`src/rtl/uart_pkg.sv`:
```
// Shared definitions for the UART receive path: FSM encodings, default frame
// geometry and the idle level of the serial line.
package uart_pkg;

  typedef enum logic [1:0] {
    S_IDLE  = 2'd0,
    S_START = 2'd1,
    S_DATA  = 2'd2,
    S_STOP  = 2'd3
  } state_t;

  localparam int   DEFAULT_DWL        = 8;
  localparam int   DEFAULT_OVERSAMPLE = 16;
  localparam logic LINE_IDLE          = 1'b1;

endpackage

```
`src/rtl/uart_rx_sync.sv`:
```
// Two-flop synchroniser for the asynchronous serial line; both stages reset to
// RESET_VAL so the receiver sees an idle line while in reset.
module uart_rx_sync #(
  parameter logic RESET_VAL = 1'b1
) (
  input  logic CLK,
  input  logic RST,
  input  logic d,
  output logic q
);

  logic meta;

  always_ff @(posedge CLK) begin
    if (RST) begin
      meta <= RESET_VAL;
      q    <= RESET_VAL;
    end else begin
      meta <= d;
      q    <= meta;
    end
  end

endmodule

```
`src/rtl/uart_rx.sv`:
```
// Oversampling UART receiver: finds the start edge, samples each bit at its
// mid-point, and emits LSB-first words with one-cycle VALID/FRAME_ERR pulses.
module uart_rx
  import uart_pkg::*;
#(
  parameter int DWL        = DEFAULT_DWL,
  parameter int OVERSAMPLE = DEFAULT_OVERSAMPLE
) (
  input  logic           CLK,
  input  logic           RST,
  input  logic           EN,
  input  logic           serialIn,
  output logic [DWL-1:0] parallelData,
  output logic           VALID,
  output logic           FRAME_ERR,
  output logic           BUSY
);

  localparam int TW = $clog2(OVERSAMPLE);
  localparam int BW = (DWL > 1) ? $clog2(DWL) : 1;

  localparam logic [TW-1:0] TICK_LAST = TW'(OVERSAMPLE - 1);
  // Entry into START already consumed one tick, so the mid-point is two short of half.
  localparam logic [TW-1:0] TICK_MID  = TW'(OVERSAMPLE / 2 - 2);
  localparam logic [BW-1:0] BIT_LAST  = BW'(DWL - 1);

  state_t         state;
  logic           rx_s;
  logic           armed;
  logic [TW-1:0]  tick_cnt;
  logic [BW-1:0]  bit_cnt;
  logic [DWL-1:0] shift_reg;

  uart_rx_sync #(
    .RESET_VAL(LINE_IDLE)
  ) u_sync (
    .CLK(CLK),
    .RST(RST),
    .d  (serialIn),
    .q  (rx_s)
  );

  always_ff @(posedge CLK) begin
    if (RST) begin
      state        <= S_IDLE;
      armed        <= 1'b0;
      tick_cnt     <= '0;
      bit_cnt      <= '0;
      shift_reg    <= '0;
      parallelData <= '0;
      VALID        <= 1'b0;
      FRAME_ERR    <= 1'b0;
      BUSY         <= 1'b0;
    end else begin
      VALID     <= 1'b0;
      FRAME_ERR <= 1'b0;
      BUSY      <= (state != S_IDLE);
      if (EN) begin
        case (state)
          S_IDLE: begin
            if (rx_s == LINE_IDLE) begin
              armed <= 1'b1;
            end else if (armed) begin
              state    <= S_START;
              tick_cnt <= '0;
              armed    <= 1'b0;
            end
          end
          S_START: begin
            if (tick_cnt == TICK_MID) begin
              tick_cnt <= '0;
              bit_cnt  <= '0;
              state    <= (rx_s == LINE_IDLE) ? S_IDLE : S_DATA;
            end else begin
              tick_cnt <= tick_cnt + 1'b1;
            end
          end
          S_DATA: begin
            if (tick_cnt == TICK_LAST) begin
              tick_cnt  <= '0;
              shift_reg <= {rx_s, shift_reg[DWL-1:1]};
              bit_cnt   <= bit_cnt + 1'b1;
              if (bit_cnt == BIT_LAST) begin
                state <= S_STOP;
              end
            end else begin
              tick_cnt <= tick_cnt + 1'b1;
            end
          end
          S_STOP: begin
            if (tick_cnt == TICK_LAST) begin
              tick_cnt <= '0;
              state    <= S_IDLE;
              // A high stop sample doubles as the re-arm sample for back-to-back frames.
              if (rx_s == LINE_IDLE) begin
                parallelData <= shift_reg;
                VALID        <= 1'b1;
                armed        <= 1'b1;
              end else begin
                FRAME_ERR <= 1'b1;
              end
            end else begin
              tick_cnt <= tick_cnt + 1'b1;
            end
          end
          default: state <= S_IDLE;
        endcase
      end
    end
  end

endmodule

```
`config.mk`:
```
export PLATFORM = sky130hd
export DESIGN_NAME = uart_rx
export DESIGN_NICKNAME = d
export VERILOG_FILES = /design/src/rtl/uart_pkg.sv /design/src/rtl/uart_rx_sync.sv /design/src/rtl/uart_rx.sv
export SDC_FILE = /design/constraint.sdc
export NUM_CORES = 1
export LEC_CHECK = 0
export ABC_AREA = 1
export BUFFER_PORTS_ARGS = -buffer_cell sky130_fd_sc_hd__buf_2
export CAP_MARGIN = 15
export CORE_MARGIN = 4
export CORE_UTILIZATION = 30
export CTS_CLUSTER_SIZE = 20
export DETAILED_ROUTE_END_ITERATION = 12
export PLACE_DENSITY = 0.45
export SYNTH_ARGS = -nofsm -noshare
export SYNTH_HDL_FRONTEND = slang
export SYNTH_SLANG_ARGS = --single-unit
```
`constraint.sdc`:
```
create_clock -name CLK -period 1.5 [get_ports CLK]
set_input_delay 0.3 -clock CLK [delete_from_list [all_inputs] [get_ports CLK]]
set_output_delay 0.3 -clock CLK [all_outputs]
set_load 0.05 [all_outputs]
```
==> results of run 1 <==
-- synthesized netlist by cell type (3+ instances only) --
cell type | count | share of area
ha_1 | 4 | 0.038
o21ai_0 | 22 | 0.084
nand3_1 | 10 | 0.038
nor3_1 | 3 | 0.012
inv_2 | 5 | 0.014
nor2_1 | 39 | 0.11
nand2_1 | 19 | 0.055
inv_1 | 11 | 0.032
dfxtp_1 | 31 | 0.48
nor2_2 | 5 | 0.024
a21oi_1 | 7 | 0.027
-- routing by layer --
metal  vias up  track usage  wire length (um)
li1        613            -                 -
met1       557        0.147              1380
met2        27        0.210              1430
met3         6       0.0438               149
met4         0       0.0503                49
met5         -            0                 0
-- repair_timing --
action                                  CTS  global route
pin swaps                                 1             1
resized for setup                         0             6
endpoints found under the setup margin    1            20
setup buffers                             3             0
-- report_power, final --
part | internal (mW) | switching [mW] | total [mW]
registers | 0.829 | 0.00545 | 0.835
clock network | 0.324 | 0.308 | 0.632
logic | 0.0209 | 0.0334 | 0.0544
total | 1.17 | 0.347 | 1.52
-- area by class of cell --
class	instances	area, um2
Multi-Input combinational cell	122	619
Tap cell	50	62.6
Sequential cell	31	624
Inverter	16	60.1
Timing Repair Buffer	25	165
Clock inverter	2	12.5
Fill cell	441	2500
Clock buffer	6	72.6
-- through the flow --
step	setup TNS (ps)	setup slack [ps]	cell area [um2]	total power, mW
6_report	0	144	1620	1.52
3_3_place_gp	0	62.7	1490	0.907
4_1_cts	0	36.6	1600	1.55
3_5_place_dp	0	17.3	1490	0.908
5_1_grt	-4.76	-4.76	1620	1.61
2_1_floorplan	0	157	1300	0.882
-- path summary, 6_finish.rpt --
check         startpoint               to  slack [ps]  cells past startpoint
max          tick_cnt[0]  parallelData[5]         140                      8
min             serialIn      u_sync.meta         200                      2
max reg2reg  tick_cnt[0]  parallelData[5]         140                      8
min reg2reg  u_sync.meta         u_sync.q         410                      1
-- logic make-up after synthesis --
kind of cell | share of synthesized area
AOI/OAI and AO/OA | 0.125
adders and majority gates | 0.0384
buffers and inverters | 0.0605
DFF | 0.476
and+or+nand+nor | 0.300
-- worst register-to-register path, stage by stage (launching register included) --
cell	delay [ps]
dfxtp_2	360
ha_4	150
nand3_2	100
nor2_2	120
inv_1	100
nor2_4	150
buf_4	140
o21ai_0	70
nor2_1	90
==> results.sh, run 1 <==
export IMPL_die_width_um=73.9
export IMPL_netlist_area_um2=1300
export IMPL_nets=209
export IMPL_ys_seq_area_frac=0.476
export IMPL_grt_pass1_vias=1165
export IMPL_arrival_ps=1570
export IMPL_fin_cells=252
export IMPL_maxSlewViolCount=0
export IMPL_crit_fanout=5
export IMPL_synthToLayoutAreaGrowth_pct=24.0
export IMPL_place_congestion=0.807
export IMPL_grt_pass1_wl_um=5240
export IMPL_synth_edf_count=0
export IMPL_critPathTopFamily="simple AND/OR/NAND/NOR gates"
export IMPL_ir_drop_v=0.000500
export IMPL_clockRootBuffer="clkbuf_8"
export IMPL_die_area_um2=5460
export IMPL_final_cell_mix="nor2_1, dfxtp_1, o21ai_0, nand2_1, buf_2"
export IMPL_dr_pass1_iters=7
export IMPL_fin_skew_ps=3.67
export IMPL_io_pins=15
export IMPL_async_flop_share=0
export IMPL_final_core_util=0.393
export IMPL_cts_tree="yes"
export IMPL_min_period_over_period=0.904
export IMPL_dpl_hpwl_um=2190
export IMPL_cts_reportedPaths_clkPinSlew_ps=60
export IMPL_startpoint_type="flip-flop"
export IMPL_critPathMaxStageDelay_ps=360
export IMPL_initial_utilization=0.317
export IMPL_dominantRegCellSynth="dfxtp_1"
export IMPL_drcViolationCount=0
export IMPL_clkSinkCount=31
export IMPL_ant_nets=0
export IMPL_track_usage=0.126
export IMPL_antenna_found_initial=0
export IMPL_num_antenna_cells=0
export IMPL_drt_iter0_drc=66
export IMPL_worstSetupPathType="reg2reg"
export IMPL_cp_required_ps=1720
export IMPL_end_kind="flip-flop"
export IMPL_status="finished, final reports clean"
export IMPL_hold_ws_ps=201
export IMPL_dp_cells=241
export IMPL_ctsHoldBuffers=0
export IMPL_cts_buffers=5
export IMPL_cp_slowest_cell="dfxtp_2"
export IMPL_leakage_nw=0.754
export IMPL_core_area_um2=4120
export IMPL_wire_per_inst_um=12.0
export IMPL_cap_violations=0
export IMPL_rows=23
export IMPL_synth_nets=180
export IMPL_port_buffers=14
export IMPL_path_cells="ha_4 -> nand3_2 -> nor2_2 -> inv_1 -> nor2_4 -> buf_4 -> o21ai_0 -> nor2_1"
export IMPL_die_h_um=73.9
export IMPL_ys_seq_elements=31
export IMPL_vias=1203
export IMPL_clk_path_buf_depth=2
export IMPL_routed_wl_um=3010
export IMPL_hold_path_class="in2reg"
export IMPL_synthCells=172
export IMPL_finalSetupViolCount=0
export IMPL_synth_avg_cell_area_um2=7.58
export IMPL_clk_latency_ps=280
export IMPL_drive_gt1_frac=0.267
export IMPL_worst_pin_slew_ps=280
export IMPL_final_common_cell="nor2_1"
export IMPL_synth_distinct_cells=21
export IMPL_ys_warn_count=0
export IMPL_cp_buffers_inverters=2
export IMPL_vias_per_cell=4.77
export IMPL_hold_viol_final=0
export IMPL_max_freq_mhz=738
export IMPL_overflow=0
export IMPL_grt_max_degree=22
export IMPL_fin_crit_ps=1360
export IMPL_htreeDepth=2
export IMPL_power_density_nw_per_um2=941
export IMPL_slew_headroom=0.813
Note: power is estimated with default switching activity, not from simulation.
==> inputs of run 2 (changes only) <==
--- a/config.mk
+++ b/config.mk
@@ -12,7 +12,7 @@
 export CORE_UTILIZATION = 30
 export CTS_CLUSTER_SIZE = 20
 export DETAILED_ROUTE_END_ITERATION = 12
-export PLACE_DENSITY = 0.45
+export PLACE_DENSITY = 0.46
 export SYNTH_ARGS = -nofsm -noshare
 export SYNTH_HDL_FRONTEND = slang
 export SYNTH_SLANG_ARGS = --single-unit
==> constraint.sdc (replaced) <==
create_clock -name CLK -period 1.24 [get_ports CLK]
set_input_delay 0.248 -clock CLK [delete_from_list [all_inputs] [get_ports CLK]]
set_output_delay 0.248 -clock CLK [all_outputs]
set_load 0.05 [all_outputs]
==> run 2 against run 1 <==
Against the previous run:
- the run now ends with setup timing left
- via count grew 1.0%
- setup slack lost 220 ps
- power grew 17%
- largest power group unchanged
==> results.sh, run 2 (synthesis gave the netlist of run 1 again) <==
export IMPL_critPathMaxStageDelay_ps=360
export IMPL_ant_nets=0
export IMPL_initial_utilization=0.317
export IMPL_power_density_nw_per_um2=1000
export IMPL_setup_ws_ps=-73.9
export IMPL_path_cells="inv_1 -> ha_1 -> nand3_1 -> nand2_2 -> nand2_4 -> inv_2 -> nand3_1 -> nand2_1 -> a21oi_1"
export IMPL_clk_latency_ps=280
export IMPL_violations="setup timing"
export IMPL_core_area_um2=4120
export IMPL_drcViolationCount=0
export IMPL_die_h_um=73.9
export IMPL_crit_fanout=6
export IMPL_grt_max_degree=24
export IMPL_min_period_over_period=1.06
export IMPL_cts_tree="yes"
export IMPL_grt_pass1_wl_um=5170
export IMPL_cp_slowest_cell="dfxtp_4"
export IMPL_port_buffers=14
export IMPL_final_core_util=0.432
export IMPL_grt_pass1_vias=1205
export IMPL_reg2reg_from="tick_cnt[0]"
export IMPL_worst_pin_slew_ps=309
export IMPL_nets=218
export IMPL_worstSetupPathType="reg2reg"
export IMPL_reg2reg_slack_ps=-70
export IMPL_max_freq_mhz=761
export IMPL_clk_path_buf_depth=2
export IMPL_end_kind="flip-flop"
export IMPL_io_pins=15
export IMPL_fin_skew_ps=6.41
export IMPL_final_cell_mix="nor2_1, dfxtp_1, nand2_1, buf_4, buf_2"
export IMPL_wire_per_inst_um=11.8
export IMPL_cts_buffers=5
export IMPL_synthToLayoutAreaGrowth_pct=36.5
export IMPL_die_width_um=73.9
export IMPL_drive_gt1_frac=0.388
export IMPL_arrival_ps=1520
export IMPL_drt_iter0_drc=37
export IMPL_die_area_um2=5460
export IMPL_cp_required_ps=1440
export IMPL_rows=23
export IMPL_hold_ws_ps=159
export IMPL_maxSlewViolCount=0
export IMPL_num_antenna_cells=0
export IMPL_leakage_nw=0.798
export IMPL_dr_pass1_iters=4
export IMPL_dpl_hpwl_um=2140
export IMPL_track_usage=0.126
export IMPL_antenna_found_initial=0
export IMPL_cap_violations=0
export IMPL_clkSinkCount=31
export IMPL_critPathLaunch="tick_cnt[0]"
export IMPL_cts_reportedPaths_clkPinSlew_ps=60
export IMPL_worstRegToRegCells=9
export IMPL_finalSetupViolCount=22
export IMPL_fin_crit_ps=1310
export IMPL_vias=1215
export IMPL_place_ws_ps=-117
export IMPL_overflow=0
export IMPL_hold_viol_final=0
export IMPL_setup_tns_ps=-1080
export IMPL_hold_path_class="in2reg"
export IMPL_vias_per_cell=4.69
export IMPL_fin_area_um2=1780
export IMPL_routed_wl_um=3050
export IMPL_cpMostUsedCell="nand3_1"
export IMPL_dpl_cell_area_um2=1570
export IMPL_htreeDepth=2
export IMPL_startpoint_type="flip-flop"
export IMPL_ir_drop_v=0.000496
export IMPL_clockRootBuffer="clkbuf_8"
export IMPL_status="finished with violations"
export IMPL_place_congestion=0.829
export IMPL_rsz0062_at_grt="true"
export IMPL_final_common_cell="nor2_1"
export IMPL_slew_headroom=0.794
-- run 2: cell count changes in the layout (fill, tap and decap cells not counted), sizes merged --
| cell | before | now |
|---|---|---|
| clkinvlp | 1 | 0 |
| buf | 25 | 34 |
| clkinv | 1 | 0 |
-- run 2: power breakdown --
group	internal [mW]	switching [mW]	total (mW)
registers	1.00	0.00694	1.01
logic	0.0282	0.0453	0.0735
clock network	0.373	0.332	0.705
-- run 2: worst min path at each step --
| stage | to | slack, ps | cells past startpoint | from |
|---|---|---|---|---|
| floorplan | flip-flop | 320 | 1 | RST |
| global placement | u_sync.q | 400 | 1 | u_sync.meta |
| detailed placement | u_sync.q | 400 | 1 | u_sync.meta |
| CTS | u_sync.meta | 140 | 2 | serialIn |
| global route | u_sync.meta | 140 | 2 | serialIn |
| finish | u_sync.meta | 160 | 2 | serialIn |
-- run 2: per-layer routing --
layer / vias up / global-route usage / part of all wire
li1: 631 / - / -
met1: 550 / 0.134 / 0.43
met2: 25 / 0.214 / 0.49
met3: 9 / 0.0520 / 0.054
met4: 0 / 0.0664 / 0.027
met5: - / 0 / 0
-- run 2: what timing repair did --
action,CTS,global route
pin swaps,15,13
hold buffers,0,0
setup buffers,3,1
setup endpoints to repair,23,26
resized for setup,33,12
-- run 2: critical path, delay by kind of cell (launching register included) --
family | cells | cell delay [ps]
AO/OA/AOI/OAI | 1 | 120
adder cells (fa/ha/maj) | 1 | 190
buffers and inverters | 2 | 90
flip-flops | 1 | 360
AND/OR/NAND/NOR | 5 | 470
-- run 2: cell type report --
cell class / instances / area, um2
tap: 50 / 62.6
fill: 405 / 2340
inverter: 16 / 65.1
multi-input combinational: 122 / 701
timing repair buffer: 34 / 248
clock buffer: 6 / 72.6
sequential: 31 / 631
-- run 2: per-stage QoR --
stage	power, mW	std cells
finish	1.78	259
global route	1.88	259
CTS	1.82	258
detailed placement	1.09	249
global placement	1.09	249
floorplan	1.06	172
